`src/rtl/nibble_fifo_pkg.sv`:
```
// Shared constants for the weekly lab blocks: default FIFO geometry and
// the helpers that derive pointer/count widths from a depth.
package nibble_fifo_pkg;

    localparam int unsigned FIFO_WIDTH = 4;
    localparam int unsigned FIFO_DEPTH = 4;
    localparam int unsigned FIFO_PTR_W = $clog2(FIFO_DEPTH);
    localparam int unsigned FIFO_CNT_W = FIFO_PTR_W + 1;

    // Accepted-operation class for one clock edge.
    typedef enum logic [1:0] {
        OP_IDLE = 2'b00,
        OP_WR   = 2'b01,
        OP_RD   = 2'b10,
        OP_WRRD = 2'b11
    } op_e;

    function automatic int unsigned ptr_width(input int unsigned depth);
        return $clog2(depth);
    endfunction

    function automatic int unsigned cnt_width(input int unsigned depth);
        return $clog2(depth) + 1;
    endfunction

endpackage

```
`src/rtl/nibble_fifo_mem.sv`:
```
// FIFO storage: synchronous write port, asynchronous read port.
// Contents are deliberately not reset.
module nibble_fifo_mem
    import nibble_fifo_pkg::*;
#(
    parameter int unsigned WIDTH = FIFO_WIDTH,
    parameter int unsigned DEPTH = FIFO_DEPTH
) (
    input  logic                      clk,
    input  logic                      we,
    input  logic [$clog2(DEPTH)-1:0]  waddr,
    input  logic [WIDTH-1:0]          wdata,
    input  logic [$clog2(DEPTH)-1:0]  raddr,
    output logic [WIDTH-1:0]          rdata
);

    logic [WIDTH-1:0] mem [DEPTH];

    always_ff @(posedge clk) begin
        if (we) begin
            mem[waddr] <= wdata;
        end
    end

    assign rdata = mem[raddr];

endmodule

```
`src/rtl/nibble_fifo.sv`:
```
// Single-clock FIFO controller: pointers, occupancy count, status flags,
// sticky overflow and a registered read-data output with a valid pulse.
module nibble_fifo
    import nibble_fifo_pkg::*;
#(
    parameter int unsigned WIDTH = FIFO_WIDTH,
    parameter int unsigned DEPTH = FIFO_DEPTH
) (
    input  logic                      CLK,
    input  logic                      RST,
    input  logic                      Ce,
    input  logic [WIDTH-1:0]          Din,
    input  logic                      Rd,
    output logic [WIDTH-1:0]          Dout,
    output logic                      DoutV,
    output logic                      Empty,
    output logic                      Full,
    output logic [$clog2(DEPTH):0]    Count,
    output logic                      Ovf
);

    localparam int unsigned PTR_W = ptr_width(DEPTH);
    localparam int unsigned CNT_W = cnt_width(DEPTH);
    localparam logic [CNT_W-1:0] FULL_CNT = CNT_W'(DEPTH);

    logic [PTR_W-1:0] wptr;
    logic [PTR_W-1:0] rptr;
    logic [CNT_W-1:0] count;
    logic [WIDTH-1:0] rdata;
    logic             rd_acc;
    logic             wr_acc;
    op_e              op;

    assign Empty = (count == '0);
    assign Full  = (count == FULL_CNT);
    assign Count = count;

    // A full FIFO is never empty, so a simultaneous read always frees the slot.
    assign rd_acc = Rd && !Empty;
    assign wr_acc = Ce && (!Full || rd_acc);

    always_comb begin
        op = OP_IDLE;
        unique case ({rd_acc, wr_acc})
            2'b01:   op = OP_WR;
            2'b10:   op = OP_RD;
            2'b11:   op = OP_WRRD;
            default: op = OP_IDLE;
        endcase
    end

    nibble_fifo_mem #(
        .WIDTH (WIDTH),
        .DEPTH (DEPTH)
    ) u_mem (
        .clk   (CLK),
        .we    (wr_acc),
        .waddr (wptr),
        .wdata (Din),
        .raddr (rptr),
        .rdata (rdata)
    );

    always_ff @(posedge CLK) begin
        if (RST) begin
            wptr  <= '0;
            rptr  <= '0;
            count <= '0;
            Dout  <= '0;
            DoutV <= 1'b0;
            Ovf   <= 1'b0;
        end else begin
            DoutV <= rd_acc;
            if (wr_acc) begin
                wptr <= wptr + 1'b1;
            end
            if (rd_acc) begin
                rptr <= rptr + 1'b1;
                Dout <= rdata;
            end
            unique case (op)
                OP_WR:   count <= count + 1'b1;
                OP_RD:   count <= count - 1'b1;
                default: count <= count;
            endcase
            if (Ce && !wr_acc) begin
                Ovf <= 1'b1;
            end
        end
    end

endmodule

```
`config.mk`:
```
export PLATFORM = sky130hd
export DESIGN_NAME = nibble_fifo
export DESIGN_NICKNAME = d
export VERILOG_FILES = /design/src/rtl/nibble_fifo_pkg.sv /design/src/rtl/nibble_fifo_mem.sv /design/src/rtl/nibble_fifo.sv
export SDC_FILE = /design/constraint.sdc
export NUM_CORES = 1
export LEC_CHECK = 0
export ABC_AREA = 0
export BUFFER_PORTS_ARGS = -buffer_cell sky130_fd_sc_hd__buf_2
export CAP_MARGIN = 20
export CORE_ASPECT_RATIO = 0.8
export CORE_MARGIN = 2
export CORE_UTILIZATION = 35
export DETAILED_ROUTE_END_ITERATION = 6
export PLACE_DENSITY = 0.58
export REMOVE_ABC_BUFFERS = 1
export SYNTH_ARGS = -nofsm -noshare
export SYNTH_HDL_FRONTEND = slang
export SYNTH_HIERARCHICAL = 1
export SYNTH_SLANG_ARGS = --single-unit
```
`constraint.sdc`:
```
create_clock -name CLK -period 4.7 [get_ports CLK]
set_clock_uncertainty 0.2 [all_clocks]
set_input_delay 0.235 -clock CLK [delete_from_list [all_inputs] [get_ports CLK]]
set_output_delay 0.235 -clock CLK [all_outputs]
set_load 0.01 [all_outputs]
```
# Word-level counts from Yosys, hierarchy flattened
# Memory sizes are Yosys's and may differ from the RTL's. A register that Yosys moved wholly into a read port is not among the register bits.
# Cells that the tools add are included.
# op_classes
n_addsub,4
n_eq_ne,6
muxes,4
n_reduce_logical,9
# op_table
cell,n
$eq A2 B2 Y1 const B,3
$pmux W2 S3,1
$pmux W3 S2,1
$add A2 B1 Y2 const B,2
$eq A2 B1 Y1 const B,2
$add A3 B1 Y3 const B,1
$eq A3 B3 Y1 const B,1
$logic_and A1 B1 Y1,3
$logic_not A1 Y1,3
$logic_not A3 Y1,1
$sub A3 B1 Y3 const B,1
$mux W1,2
$reduce_bool A2 Y1,1
$logic_or A1 B1 Y1,1
# totals
reg_bits,9
ramBits,16
out_inout_bits,11
elab_cells,29
memories,1
# memory_table
memory,words,word_bits,read_ports,rd_ports_with_merged_regs,wr,line_no,source
u_mem.mem,4,4,1,1,1,nibble_fifo_mem.sv:17,logic [WIDTH-1:0] mem [DEPTH];

# Depth between registers and ports, before layout
# logic_depth
depth_word,9
ltp_mapped,7
ltp_nobuf,6

# Cells and area by module
# The synthesis kept the hierarchy.
# modules_own_cells
module,instances,cells_each,area_each_um2
nibble_fifo,1,70,671.9
nibble_fifo_mem,1,24,616.8

# Worst setup path after synthesis
# OpenSTA, ideal clock, no wires.
# synth_timing
path_kind,reg2reg
startpoint,reg count[0] (netlist: Count[0])
endpoint,reg count[1] (netlist: Count[1])
t_arrival_ns,1.879
t_required_ns,4.405
path_slack_ns,2.526
path_stages_with_launch,8
synth_period_minus_slack_ns,2.174
cell_sequence,dfxtp_1 -> buf_6 -> o31ai_4 -> or2_2 -> fa_1 -> inv_1 -> o2111ai_1 -> a221oi_1
# synth_via
elab_chain_len,9
word_cells_on_any_way,17
cone_classes,add/sub: 2; eq/ne: 6; mux: 2; reduce/logical: 7
# synth_lines
element,line_no,source
from (decl),nibble_fifo.sv:28,logic [CNT_W-1:0] count;
from (signal assigned),nibble_fifo.sv:82,OP_WR: count <= count + 1'b1;
from (signal assigned),nibble_fifo.sv:83,OP_RD: count <= count - 1'b1;
from (signal assigned),nibble_fifo.sv:84,default: count <= count;
$logic_not A3 Y1,nibble_fifo.sv:34,assign Empty = (count == '0);
$logic_not A1 Y1,nibble_fifo.sv:39,assign rd_acc = Rd && !Empty;
$logic_and A1 B1 Y1,nibble_fifo.sv:39,
$logic_or A1 B1 Y1,nibble_fifo.sv:40,assign wr_acc = Ce && (!Full || rd_acc);
$logic_and A1 B1 Y1,nibble_fifo.sv:40,
$eq A2 B2 Y1 or $eq A2 B1 Y1 (tied branches),nibble_fifo.sv:44,"unique case ({rd_acc, wr_acc})"
$pmux W2 S3,nibble_fifo.sv:44,
$eq A2 B2 Y1 or $eq A2 B1 Y1 (tied branches),nibble_fifo.sv:81,unique case (op)
$pmux W3 S2 or $reduce_bool A2 Y1 (tied branches),n/a,
# Parallel ways exist; a longest one is shown, timed or not.
# A chain may end at the register's enable or synchronous reset.

# Final worst setup path
# Ends and elaborated chain as after synthesis.

==> reports/results.txt <==
Status -> complete, no violations
Critical path class -> reg -> reg
Yosys top cell by area -> edfxtp_1
Nets -> 126
Initial DRC count -> 48
Starting Density -> 37.13%
Hold slack -> 0.1090 ns
RSZ-0062 raised after global routing -> false
Min-delay worst type -> in -> reg
TritonCTS clock tree -> yes
CP max stage delay -> 0.61 ns
Max-slew headroom -> 55.29%
Most frequent cells in the layout -> buf_2 (18), edfxtp_1 (16), dfxtp_1 (13)
Worst-skew pair later-pin latency -> 0.28 ns
Crit path buf inv count -> 1
Via Count -> 818
Drt drc -> 0
Worst EP arrival -> 2.37 ns
Power Density -> 427.0 mW/mm^2
Clock buffer depth -> 2
Simple-gate share of the synthesized area -> 13.88%
Aggregate global routing overflow -> 0
Clock sink count -> 29
Core area -> 0.003471 mm^2
Hpwl dp -> 1582 um
Die width -> 71.84 um
Post-synthesis mux area share -> 12.43%
Area grow syn2layout -> 19.22%
CP max stage cell -> dfxtp_1
CTS-repair resized insts -> 0
Mean Syn Cell Area -> 13.71 um^2
Routed vias/inst -> 5.113
Clock root cell -> clkbuf_8
Setup TNS -> 0 ns
Post-CTS setup buffer count -> 0
DIE HEIGHT -> 58.28 um
CP Launch Type -> flip-flop
First-pass GRT wire length -> 3719 um
IR drop worst, VDD -> 0.1478 mV
Final setup viols -> 0
Drt total wl -> 2381 um
Main combinational cell family by area after synthesis -> simple AND/OR/NAND/NOR gates
Tmin final -> 2.404 ns
Register bit total from synthesis -> 29
Antenna fix cells -> 0
Input/output buffers -> 18
Synthesized area -> 0.001289 mm^2
Layout cells sized above 1 -> 26.27%
Final Hold Vio Count -> 0
Post-synth top area share -> 37.28%
Synth Area in Adders -> 1.553%
Final Cycle Share -> 51.16%
Worst-path cell chain -> o31ai_4 -> or2_2 -> fa_1 -> inv_1 -> o2111ai_1 -> a221oi_1
Synth Area in XOR/XNOR -> 2.718%
H-tree level count -> 2
Commonest non-fill, non-tap cell in the layout -> buf_2
CP endpoint kind -> flip-flop
Total track usage -> 12.55%
CP delay by family, top -> compound AO/OA/AOI/OAI gates
Cts bufs inserted -> 5
Post-synthesis sequential area ratio -> 57.48%
Worst EP required -> 4.67 ns
Die ar. -> 0.004186 mm^2
Initial antenna violation count -> 0
Clock transition at path regs -> 0.07 ns
Gpl congestion -> 0.8533
Avg WL per Cell -> 14.88 um
DR pass1 iterations -> 4
I/O Pins -> 19
Crit path max fanout -> 10
Synth cell types -> 37
Vias in the first global route -> 740
Compound-cell area share of the yosys netlist -> 7.767%
Max Cap Viol -> 0
Cell row count -> 19
ANT nets after route -> 0
Synth warn -> 6
Largest net degree at the start of global routing -> 16
Static leakage -> 0.6059 nW
Upper clock frequency limit -> 415.9 MHz
Syn Inst Count -> 94
Hold_buf cts -> 4
Slew Viols, Final -> 0
Top area cells in the synthesized netlist -> edfxtp_1 (37%), dfxtp_1 (20%), mux4_1 (8.2%)
Worst-Margin Slew -> 0.6693 ns
-- worst paths after layout --
kind,to,cells after the start,slack (ns),start
worst min register to register,Ovf,2,0.29,Ovf
worst min-delay path,DoutV,2,0.11,RST
worst max register to register,Count[1],6,2.30,Count[0]
worst max-delay path,Count[1],6,2.30,Count[0]
-- layer usage --
layer	vias to the layer above	wire (um)	GRT usage (%)
met5	-	0	0
met4	0	30	6.469
met3	4	115	4.696
met2	14	1106	18.12
met1	404	1128	16.52
li1	396	-	-
-- layout make-up --
class                           count  area [um^2]
Clock buffer                        6        72.57
Clock inverter                      2        35.03
Fill cell                         333         1934
Inverter                            3        11.26
Multi-Input combinational cell     56        494.2
Sequential cell                    29        740.7
Tap cell                           42        52.55
Timing Repair Buffer               22        130.1
-- cells by family after synthesis --
logic type                 Yosys count
and+or+nand+nor                     30
DFF                                 29
AOI/OAI and AO/OA                   12
buffers and inverters                9
muxes                                9
xor gates and xnor gates             4
adders and majority gates            1
-- flip-flops by register name, indices dropped and copies added (netlist names) --
name and count:
DoutV 1, u_mem/mem 16, Ovf 1, Count 3
rptr 2, Dout 4, wptr 2
-- stage by stage --
step	instance area [um^2]	utilization, %	worst slack [ns]	std cells	total power [W]
final	1536	44.27	2.296	160	0.0006561
after global routing	1536	44.27	2.181	160	0.0006885
after CTS	1536	44.27	2.276	160	0.0006630
after detailed placement	1389	40.01	2.295	148	0.0004073
after global placement	1389	40.01	2.461	148	0.0004032
after floorplan	1246	-	2.492	88	0.0003715
-- worst register-to-register path, stage by stage, from the launching register on --
cell	delay (ns)
dfxtp_1	0.61
o31ai_4	0.20
or2_2	0.32
fa_1	0.46
inv_1	0.08
o2111ai_1	0.10
a221oi_1	0.33
-- where the power goes --
part	internal [W]	switching (W)
Clock	0.000157	0.0000957
Combinational	0.0000476	0.0000463
Sequential	0.000287	0.0000227
-- synthesized netlist by cell type --
cell type	n
nor2_1	12
o31ai_1	1
and3b_1	2
nor3b_1	1
buf_6	1
mux4_1	4
fa_1	1
mux2_4	1
o31ai_4	1
nor4b_4	1
nand2_1	1
a221oi_1	1
or2_2	2
and2_1	1
a31oi_1	1
nand3b_1	1
o21ai_0	1
inv_1	3
edfxtp_1	16
dfxtp_1	13
o211ai_1	1
nand2b_1	1
or3_1	2
a21oi_1	2
nor3_1	1
and3_1	1
buf_2	1
o21bai_1	1
xor2_1	4
o311ai_1	1
buf_4	3
mux2i_1	4
o2111ai_1	2
nor2b_2	1
clkbuf_1	1
nand3_1	2
nor2b_1	1
Power figures use the tool's default switching activity.
